===== src/rtl/regmap_arb_pkg.sv =====
// Shared types and defaults for the two-master register-map bus arbiter.
package regmap_arb_pkg;

    localparam int DEFAULT_AW = 3;
    localparam int DEFAULT_DW = 4;

    typedef enum logic [1:0] {
        IDLE,
        ISSUE,
        CAPTURE,
        DONE
    } arb_state_t;

    // Index of a bus master: 0 or 1.
    typedef logic master_idx_t;

endpackage


===== src/rtl/regmap_bus_arbiter_if.sv =====
// Register-map side of the arbiter: strobes, address and data toward the packed control registers.
interface regmap_bus_arbiter_if
    import regmap_arb_pkg::*;
#(
    parameter int AW = DEFAULT_AW,
    parameter int DW = DEFAULT_DW
);
    logic          WRITE;
    logic          READ;
    logic [AW-1:0] ADDR;
    logic [DW-1:0] WRITE_DATA;
    logic [DW-1:0] READ_DATA;

    modport master (
        output WRITE,
        output READ,
        output ADDR,
        output WRITE_DATA,
        input  READ_DATA
    );

    modport slave (
        input  WRITE,
        input  READ,
        input  ADDR,
        input  WRITE_DATA,
        output READ_DATA
    );
endinterface


===== src/rtl/regmap_arb_pick.sv =====
// Winner selection between two masters. REGMAP_ARB_RR_EN selects round-robin
// (with a last-granted pointer); otherwise master 0 has fixed priority.
module regmap_arb_pick
    import regmap_arb_pkg::*;
(
`ifdef REGMAP_ARB_RR_EN
    input  logic        CLK,
    input  logic        RST,
    input  logic        grant,
`endif
    input  logic        req0,
    input  logic        req1,
    output master_idx_t winner
);

`ifdef REGMAP_ARB_RR_EN
    // Remembers who was granted last; resets to master 1 so master 0 takes the first tie.
    master_idx_t last_reg;

    always_ff @(posedge CLK) begin
        if (RST) begin
            last_reg <= 1'b1;
        end else if (grant) begin
            last_reg <= winner;
        end
    end

    always_comb begin
        if (req0 && req1) begin
            winner = ~last_reg;
        end else begin
            winner = ~req0;
        end
    end
`else
    assign winner = ~req0;
`endif

endmodule


===== src/rtl/regmap_bus_arbiter.sv =====
// Two-master arbiter/sequencer for the register-map bus: one strobe per granted
// request, read-data capture, one-cycle ACK. REGMAP_ARB_RR_EN enables round-robin ties.
module regmap_bus_arbiter
    import regmap_arb_pkg::*;
#(
    parameter int AW = DEFAULT_AW,
    parameter int DW = DEFAULT_DW
) (
    input  logic          CLK,
    input  logic          RST,
    input  logic          REQ0,
    input  logic          REQ1,
    input  logic          WE0,
    input  logic          WE1,
    input  logic [AW-1:0] ADDR0,
    input  logic [AW-1:0] ADDR1,
    input  logic [DW-1:0] WDATA0,
    input  logic [DW-1:0] WDATA1,
    output logic          ACK0,
    output logic          ACK1,
    output logic [DW-1:0] RDATA,
    regmap_bus_arbiter_if.master rmap
);

    arb_state_t    state_reg;
    arb_state_t    state_next;
    master_idx_t   win_reg;
    master_idx_t   winner;
    logic          we_reg;
    logic [AW-1:0] addr_reg;
    logic [DW-1:0] wdata_reg;
    logic [DW-1:0] rdata_reg;
    logic          grant;

    assign grant = (state_reg == IDLE) && (REQ0 || REQ1);

    regmap_arb_pick u_pick (
`ifdef REGMAP_ARB_RR_EN
        .CLK    (CLK),
        .RST    (RST),
        .grant  (grant),
`endif
        .req0   (REQ0),
        .req1   (REQ1),
        .winner (winner)
    );

    always_ff @(posedge CLK) begin
        if (RST) begin
            state_reg <= IDLE;
            win_reg   <= 1'b0;
            we_reg    <= 1'b0;
            addr_reg  <= '0;
            wdata_reg <= '0;
            rdata_reg <= '0;
        end else begin
            state_reg <= state_next;
            if (grant) begin
                win_reg   <= winner;
                we_reg    <= winner ? WE1 : WE0;
                addr_reg  <= winner ? ADDR1 : ADDR0;
                wdata_reg <= winner ? WDATA1 : WDATA0;
            end
            // READ_DATA answers the strobe one cycle late, which is exactly the CAPTURE cycle.
            if (state_reg == CAPTURE) begin
                rdata_reg <= rmap.READ_DATA;
            end
        end
    end

    always_comb begin
        state_next      = state_reg;
        rmap.WRITE      = 1'b0;
        rmap.READ       = 1'b0;
        rmap.ADDR       = '0;
        rmap.WRITE_DATA = '0;
        ACK0            = 1'b0;
        ACK1            = 1'b0;
        case (state_reg)
            IDLE: begin
                if (REQ0 || REQ1) begin
                    state_next = ISSUE;
                end
            end
            ISSUE: begin
                rmap.WRITE      = we_reg;
                rmap.READ       = ~we_reg;
                rmap.ADDR       = addr_reg;
                rmap.WRITE_DATA = wdata_reg;
                state_next      = we_reg ? DONE : CAPTURE;
            end
            CAPTURE: begin
                state_next = DONE;
            end
            DONE: begin
                ACK0       = ~win_reg;
                ACK1       = win_reg;
                state_next = IDLE;
            end
            default: begin
                state_next = IDLE;
            end
        endcase
    end

    assign RDATA = rdata_reg;

endmodule


===== src/flat_wrapper.sv =====
// flat-port wrapper written by rule: the top's interface ports become plain ports
module regmap_bus_arbiter_flat import regmap_arb_pkg::*;
#(
    parameter int AW = DEFAULT_AW,
    parameter int DW = DEFAULT_DW
)
  (CLK, RST, REQ0, REQ1, WE0, WE1, ADDR0, ADDR1, WDATA0, WDATA1, ACK0, ACK1, RDATA, rmap_WRITE, rmap_READ, rmap_ADDR, rmap_WRITE_DATA, rmap_READ_DATA);
  regmap_bus_arbiter_if #(.AW(AW), .DW(DW)) rmap_i ();
  input  logic CLK;
  input  logic RST;
  input  logic REQ0;
  input  logic REQ1;
  input  logic WE0;
  input  logic WE1;
  input  logic [AW-1:0] ADDR0;
  input  logic [AW-1:0] ADDR1;
  input  logic [DW-1:0] WDATA0;
  input  logic [DW-1:0] WDATA1;
  output logic ACK0;
  output logic ACK1;
  output logic [DW-1:0] RDATA;
  output wire logic [$bits(rmap_i.WRITE)-1:0] rmap_WRITE;
  output wire logic [$bits(rmap_i.READ)-1:0] rmap_READ;
  output wire logic [$bits(rmap_i.ADDR)-1:0] rmap_ADDR;
  output wire logic [$bits(rmap_i.WRITE_DATA)-1:0] rmap_WRITE_DATA;
  input wire logic [$bits(rmap_i.READ_DATA)-1:0] rmap_READ_DATA;
  assign rmap_WRITE = rmap_i.WRITE;
  assign rmap_READ = rmap_i.READ;
  assign rmap_ADDR = rmap_i.ADDR;
  assign rmap_WRITE_DATA = rmap_i.WRITE_DATA;
  assign rmap_i.READ_DATA = rmap_READ_DATA;
  regmap_bus_arbiter #(.AW(AW), .DW(DW)) u_core (.CLK(CLK), .RST(RST), .REQ0(REQ0), .REQ1(REQ1), .WE0(WE0), .WE1(WE1), .ADDR0(ADDR0), .ADDR1(ADDR1), .WDATA0(WDATA0), .WDATA1(WDATA1), .ACK0(ACK0), .ACK1(ACK1), .RDATA(RDATA), .rmap(rmap_i));
endmodule

===== config.mk =====
export PLATFORM = sky130hd
export DESIGN_NAME = regmap_bus_arbiter_flat
export DESIGN_NICKNAME = d
export VERILOG_FILES = /design/src/rtl/regmap_arb_pkg.sv /design/src/rtl/regmap_bus_arbiter_if.sv /design/src/rtl/regmap_arb_pick.sv /design/src/rtl/regmap_bus_arbiter.sv /design/src/flat_wrapper.sv
export SDC_FILE = /design/constraint.sdc
export NUM_CORES = 1
export LEC_CHECK = 0
export BUFFER_PORTS_ARGS = -buffer_cell sky130_fd_sc_hd__buf_2
export CAP_MARGIN = 20
export CELL_PAD_IN_SITES_DETAIL_PLACEMENT = 1
export CELL_PAD_IN_SITES_GLOBAL_PLACEMENT = 1
export CORE_MARGIN = 2
export CORE_UTILIZATION = 33
export DETAILED_ROUTE_END_ITERATION = 10
export GPL_TIMING_DRIVEN = 0
export PLACE_DENSITY = 0.79
export SYNTH_ARGS = -nofsm -noshare
export SYNTH_HDL_FRONTEND = slang
export SYNTH_SLANG_ARGS = --single-unit

===== constraint.sdc =====
create_clock -name CLK -period 2.9 [get_ports CLK]
set_input_delay 0.145 -clock CLK [delete_from_list [all_inputs] [get_ports CLK]]
set_output_delay 0.145 -clock CLK [all_outputs]
set_load 0.03 [all_outputs]

==> results of run 1 <==
## routing by layer
metal | track usage [%] | up-vias | wire length, um
li1 | - | 353 | -
met1 | 17.8 | 329 | 806
met2 | 25.1 | 15 | 927
met3 | 0.862 | 2 | 48
met4 | 6.58 | 0 | 20
met5 | 0 | - | 0
## cell families (layout without fill, tap and decap cells)
logic type	Yosys count	count (layout)	synth area share (%)
buffers and inverters	6	48	4.12
AO/OA/AOI/OAI	13	13	13.3
flip-flops	15	15	39.5
adder cells (fa/ha/maj)	5	5	8.24
AND/OR/NAND/NOR	26	26	17.6
multiplexers	13	13	17.1
## synthesized netlist by cell type, types with 2 or more instances
cell,n
inv_1,2
and2_1,9
mux2i_1,13
ha_1,5
nor2b_1,2
nor2_1,13
clkbuf_1,2
dfxtp_1,15
a211oi_1,9
## cell type report
cell class              instances  share of cell area [%]
flip-flops and latches         15                    29.7
well taps                      28                    3.46
clock buffers                   3                    2.22
multi-input cells              57                    42.3
inverters                       2                   0.742
plain buffers                   4                    2.35
repair buffers                 38                    18.8
clock inverters                 1                   0.494
## worst register-to-register path: cells and delay by family, from the launching register on
kind / cells / cell delay [ns]
compound gates: 2 / 0.47
fa+ha+maj: 1 / 0.25
buf+inv: 2 / 0.41
flops: 1 / 0.34
simple gates: 1 / 0.06
## report_power, final
group	internal [mW]	switching, mW
Sequential	0.278	0.0412
Clock	0.0512	0.0706
Combinational	0.178	0.292
Total	0.507	0.404
## final timing paths
path,startpoint,endpoint,slack [ns],cells after the start
max,u_core.state_reg[1],rmap_WRITE,1.23,4
min,rmap_READ_DATA[3],u_core.RDATA[3],0.09,3
max reg2reg,u_core.state_reg[0],u_core.addr_reg[2],1.29,6
min reg2reg,u_core.RDATA[3],u_core.RDATA[3],0.50,2
==> impl_metrics.yaml, run 1 <==
power_and_ir_drop:
  p_leak_nw: 0.515
  ir_drop_uv: 397
  power.density_mw_per_mm2: 900
  p_total_mw: 0.911
placement:
  placed_cell_area_sq_um: 985
  port_buffers: 38
  pre_cts_ws_ns: 1.31
  post-place-cells: 144
  place_hpwl_mm: 1.48
  finalWeightedCongestion: 0.699
cts:
  ctsResizeCount: 0
  cts_made_buffers: 3
  htree_levels: 1
  cts.sinks: 15
  insertion_delay_ns: 0.28
  cts_setup_buffers: 0
  clk_path_buf_depth: 2
  cts_tree: "yes"
  clk_pin_slew_ns: 0.09
  hold_buffers: 0
  cts-root-buf: "clkbuf_4"
timing:
  worst_slack_ns: 1.23
  final_max_slew_viol_count: 0
  fin_crit_ns: 1.67
  tightest_slew_ns: 0.449
  hold_ws_ns: 0.0907
  clock.fmax_ghz: 0.597
  rsz0062_at_grt: "false"
  finalHoldViolCount: 0
  timing.setup.tns_ns: 0
  slew_headroom_pct: 70.1
  fin_skew_ns: 0.00151
  fin_crit_sh_pct: 57.7
  finalSetupViolCount: 0
synth:
  synth-edff-count: 0
  synth_area_leaders: "dfxtp_1 40%, mux2i_1 17%, a211oi_1 8.9%"
  async_flop_share_pct: 0
  postSynthCellCount: 78
  syn-num-nets: 107
  netlist.area_leader.share_pct: 39.5
  yosysUniqueCellTypes: 17
  syn_area_sq_um: 759
  yosysWarnings: 0
  yosysSeqAreaShare_pct: 39.5
  synthesis.area_per_instance_sq_um: 9.74
  synth_flop_cell: "dfxtp_1"
  ys_ff_latch: 15
  yosys.area.top_type: "dfxtp_1"
finish:
  multi_input_area_sq_um: 428
  layout_common_cells: "39 x buf_2, 15 x dfxtp_1, 13 x mux2i_1, 13 x nor2_1"
  seqCellArea_sq_um: 300
  fin_area_sq_mm: 0.00101
  drive_above_1_share_pct: 39.2
  fin_nets: 150
  syn_to_final_growth_pct: 33.3
  antenna_cells: 0
  layout_commonest_cell: "buf_2"
  final_cells: 148
  post-route-util_pct: 46.2
  fillers: 285
global_route:
  grt_pass1_vias: 681
  grt_use_total_pct: 14.3
  grt_max_degree: 11
  antenna_found_initial: 0
  grt-ovfl-total: 0
  grt_pass1_wl_mm: 2.91
detailed_routing:
  vias_per_cell: 4.72
  via_count: 699
  drtIter0Drc: 7
  wl_mm: 1.80
  drtPass1Iterations: 2
  drc: 0
  wire_per_inst_um: 12.2
  drtAntennaViolNets: 0
worst_setup_path:
  path_cells: "inv_1 > ha_1 > and2_1 > buf_2"
  critPathTopFamily: "flip-flops"
  slowest_stage: "dfxtp_1"
  path_class: "reg2out"
  crit_arrival_ns: 1.53
  crit_fanout: 9
  worstPathRequired_ns: 2.76
  start_kind: "register"
  slowest_delay_ns: 0.36
  endpoint_kind: "output pin"
  cp.buffers_inverters: 2
floorplan:
  die_w_um: 52.0
  die_h_um: 52.0
  pin_count: 39
  std_cell_rows: 17
  die_area_sq_mm: 0.00270
  core_area_sq_mm: 0.00219
  start_util_pct: 34.7
status:
  status: "completed"
min_path:
  min_path_type: "in2reg"
job:
  max-cap-violations: 0
Note: power is estimated with default switching activity, not from simulation.
==> run 2: changes to the inputs <==
--- a/config.mk
+++ b/config.mk
@@ -5,15 +5,16 @@
 export SDC_FILE = /design/constraint.sdc
 export NUM_CORES = 1
 export LEC_CHECK = 0
+export ABC_AREA = 1
 export BUFFER_PORTS_ARGS = -buffer_cell sky130_fd_sc_hd__buf_2
 export CAP_MARGIN = 20
 export CELL_PAD_IN_SITES_DETAIL_PLACEMENT = 1
 export CELL_PAD_IN_SITES_GLOBAL_PLACEMENT = 1
 export CORE_MARGIN = 2
-export CORE_UTILIZATION = 33
+export CORE_UTILIZATION = 29
 export DETAILED_ROUTE_END_ITERATION = 10
 export GPL_TIMING_DRIVEN = 0
-export PLACE_DENSITY = 0.79
+export PLACE_DENSITY = 0.75
 export SYNTH_ARGS = -nofsm -noshare
 export SYNTH_HDL_FRONTEND = slang
 export SYNTH_SLANG_ARGS = --single-unit
==> constraint.sdc (replaced) <==
create_clock -name CLK -period 1.75 [get_ports CLK]
set_input_delay 0.0875 -clock CLK [delete_from_list [all_inputs] [get_ports CLK]]
set_output_delay 0.0875 -clock CLK [all_outputs]
set_load 0.03 [all_outputs]
==> run 2 against run 1 <==
Compared with the run above:
- non-clock buffer count is 1 lower
- count of clock-buffer cells in the layout grew 1
- power rose by 62%
- final cell count up 34%
- clock power is 58% higher
- core utilization down 6.8 points
- register-to-register slack worse by 0.93 ns
- flip-flop and latch count stayed put
- synthesized cell count up 60%
- clock skew is 0.0012 ns higher
- critical path type unchanged
==> impl_metrics.yaml, run 2 <==
synth:
  netlist.area_leader.share_pct: 37.3
  synth_area_leaders: "dfxtp_1 37%, nand2_1 18%, nor2_1 12%"
  synthesis.area_per_instance_sq_um: 6.44
  yosysSeqAreaShare_pct: 37.3
  synth_flop_cell: "dfxtp_1"
  async_flop_share_pct: 0
  syn-num-nets: 154
  syn_area_sq_um: 805
  synth-edff-count: 0
  yosysMostFrequentCell: "nand2_1"
  yosysWarnings: 0
  synthTopCellsByCount: "39 x nand2_1, 26 x nor2_1, 15 x dfxtp_1, 15 x inv_1, 10 x o21ai_0"
  yosys.area.top_type: "dfxtp_1"
  ys_ff_latch: 15
  yosysUniqueCellTypes: 17
  postSynthCellCount: 125
power_and_ir_drop:
  ir_drop_uv: 797
  p_leak_nw: 0.654
  power.density_mw_per_mm2: 1390
  p_total_mw: 1.47
timing:
  finalSetupViolCount: 0
  fin_crit_ns: 1.53
  tightest_slew_ns: 0.394
  clock.fmax_ghz: 0.654
  fin_skew_ns: 0.00269
  fin_crit_sh_pct: 87.4
  slew_headroom_pct: 73.7
  timing.setup.tns_ns: 0
  final_max_slew_viol_count: 0
  worst_slack_ns: 0.221
  rsz0062_at_grt: "false"
  finalHoldViolCount: 0
detailed_routing:
  dr_wl_met2_um: 994
  wire_per_inst_um: 10.3
  wl_mm: 2.04
  top_layer: "met4"
  drtAntennaViolNets: 0
  drt-met1-wl_um: 920
  wl_met3_um: 113
  vias_per_cell: 4.35
  via_count: 861
  drtIter0Drc: 7
  drtPass1Iterations: 4
  drc: 0
worst_setup_path:
  setup.worst_path.start: "u_core.state_reg[1]"
  path_class: "reg2out"
  worstPathRequired_ns: 1.66
  reg2reg_from: "u_core.state_reg[0]"
  endpoint_kind: "output pin"
  crit_arrival_ns: 1.44
  start_kind: "register"
  crit_fanout: 9
cts:
  cts_made_buffers: 3
  htree_levels: 1
  clk_pin_slew_ns: 0.09
  insertion_delay_ns: 0.28
  clk_path_buf_depth: 2
  cts.sinks: 15
  ctsResizeCount: 0
  cts-root-buf: "clkbuf_4"
  cts_tree: "yes"
  hold_buffers: 0
  cts_setup_buffers: 0
status:
  status: "completed"
global_route:
  grt_use_total_pct: 14.7
  grt-ovfl-total: 0
  antenna_found_initial: 0
  grt_pass1_wl_mm: 3.78
  grt_max_degree: 11
  grt_pass1_vias: 899
finish:
  final_cells: 198
  fin_nets: 197
  syn_to_final_growth_pct: 31.7
  drive_above_1_share_pct: 28.7
  fin_area_sq_mm: 0.00106
  antenna_cells: 0
  layout_common_cells: "39 x buf_2, 39 x nand2_1, 26 x nor2_1, 15 x inv_1, 15 x dfxtp_1"
floorplan:
  std_cell_rows: 19
  start_util_pct: 29.9
  pin_count: 39
  core_area_sq_mm: 0.00269
  die_w_um: 56.7
  die_h_um: 56.7
  die_area_sq_mm: 0.00321
placement:
  post-place-cells: 194
  place_hpwl_mm: 1.69
  finalWeightedCongestion: 0.711
  pre_cts_ws_ns: 0.356
  placed_cell_area_sq_mm: 0.00103
  port_buffers: 38
job:
  max-cap-violations: 0
min_path:
  min_from: "RST"
  min_path_type: "in2reg"
run 2: cell families after synthesis:
kind of cell             Yosys count  share of synthesized area [%]
AO/OA/AOI/OAI                     17                           11.4
adder cells (fa/ha/maj)            5                           7.78
buffers and inverters             20                           10.4
flip-flops                        15                           37.3
AND/OR/NAND/NOR                   68                           33.1
run 2: metrics by stage:
stage                     hold WS [ns]  utilization, %
after global placement           0.309            38.5
after CTS                       0.0126            39.5
final                           0.0161            39.5
after global routing            0.0114            39.5
after detailed placement         0.317            38.5
after floorplan                  0.157               -
run 2: layer usage:
metal / global-route usage, % / vias up
met5: 0 / -
met4: 5.10 / 0
met3: 3.00 / 2
met2: 25.9 / 22
met1: 17.6 / 374
li1: - / 463
run 2: power breakdown:
part / internal [mW] / switching (mW)
clock network: 0.0883 / 0.105
logic: 0.237 / 0.503
registers: 0.465 / 0.0768
total: 0.789 / 0.684
run 2: worst paths after layout:
path	end	slack, ns	cells past startpoint
worst min register to register	u_core.addr_reg[0]	0.49	2
worst max register to register	u_core.addr_reg[2]	0.36	6
worst max-delay path	rmap_WRITE	0.22	6
worst min-delay path	u_core.state_reg[1]	0.02	2
run 2: layout make-up:
class / instances / area (sq um)
fill: 385 / 1630
timing repair buffer: 38 / 190
tap: 31 / 38.8
multi-input combinational: 90 / 420
sequential: 15 / 300
clock buffer: 4 / 26.3
inverter: 17 / 63.8
buffer: 3 / 20.0
run 2: critical path, stage by stage (launching register included):
cell and delay, ns:
dfxtp_1 0.39, inv_1 0.12, ha_1 0.18, buf_2 0.17
nand2_1 0.10, inv_1 0.04, buf_2 0.16
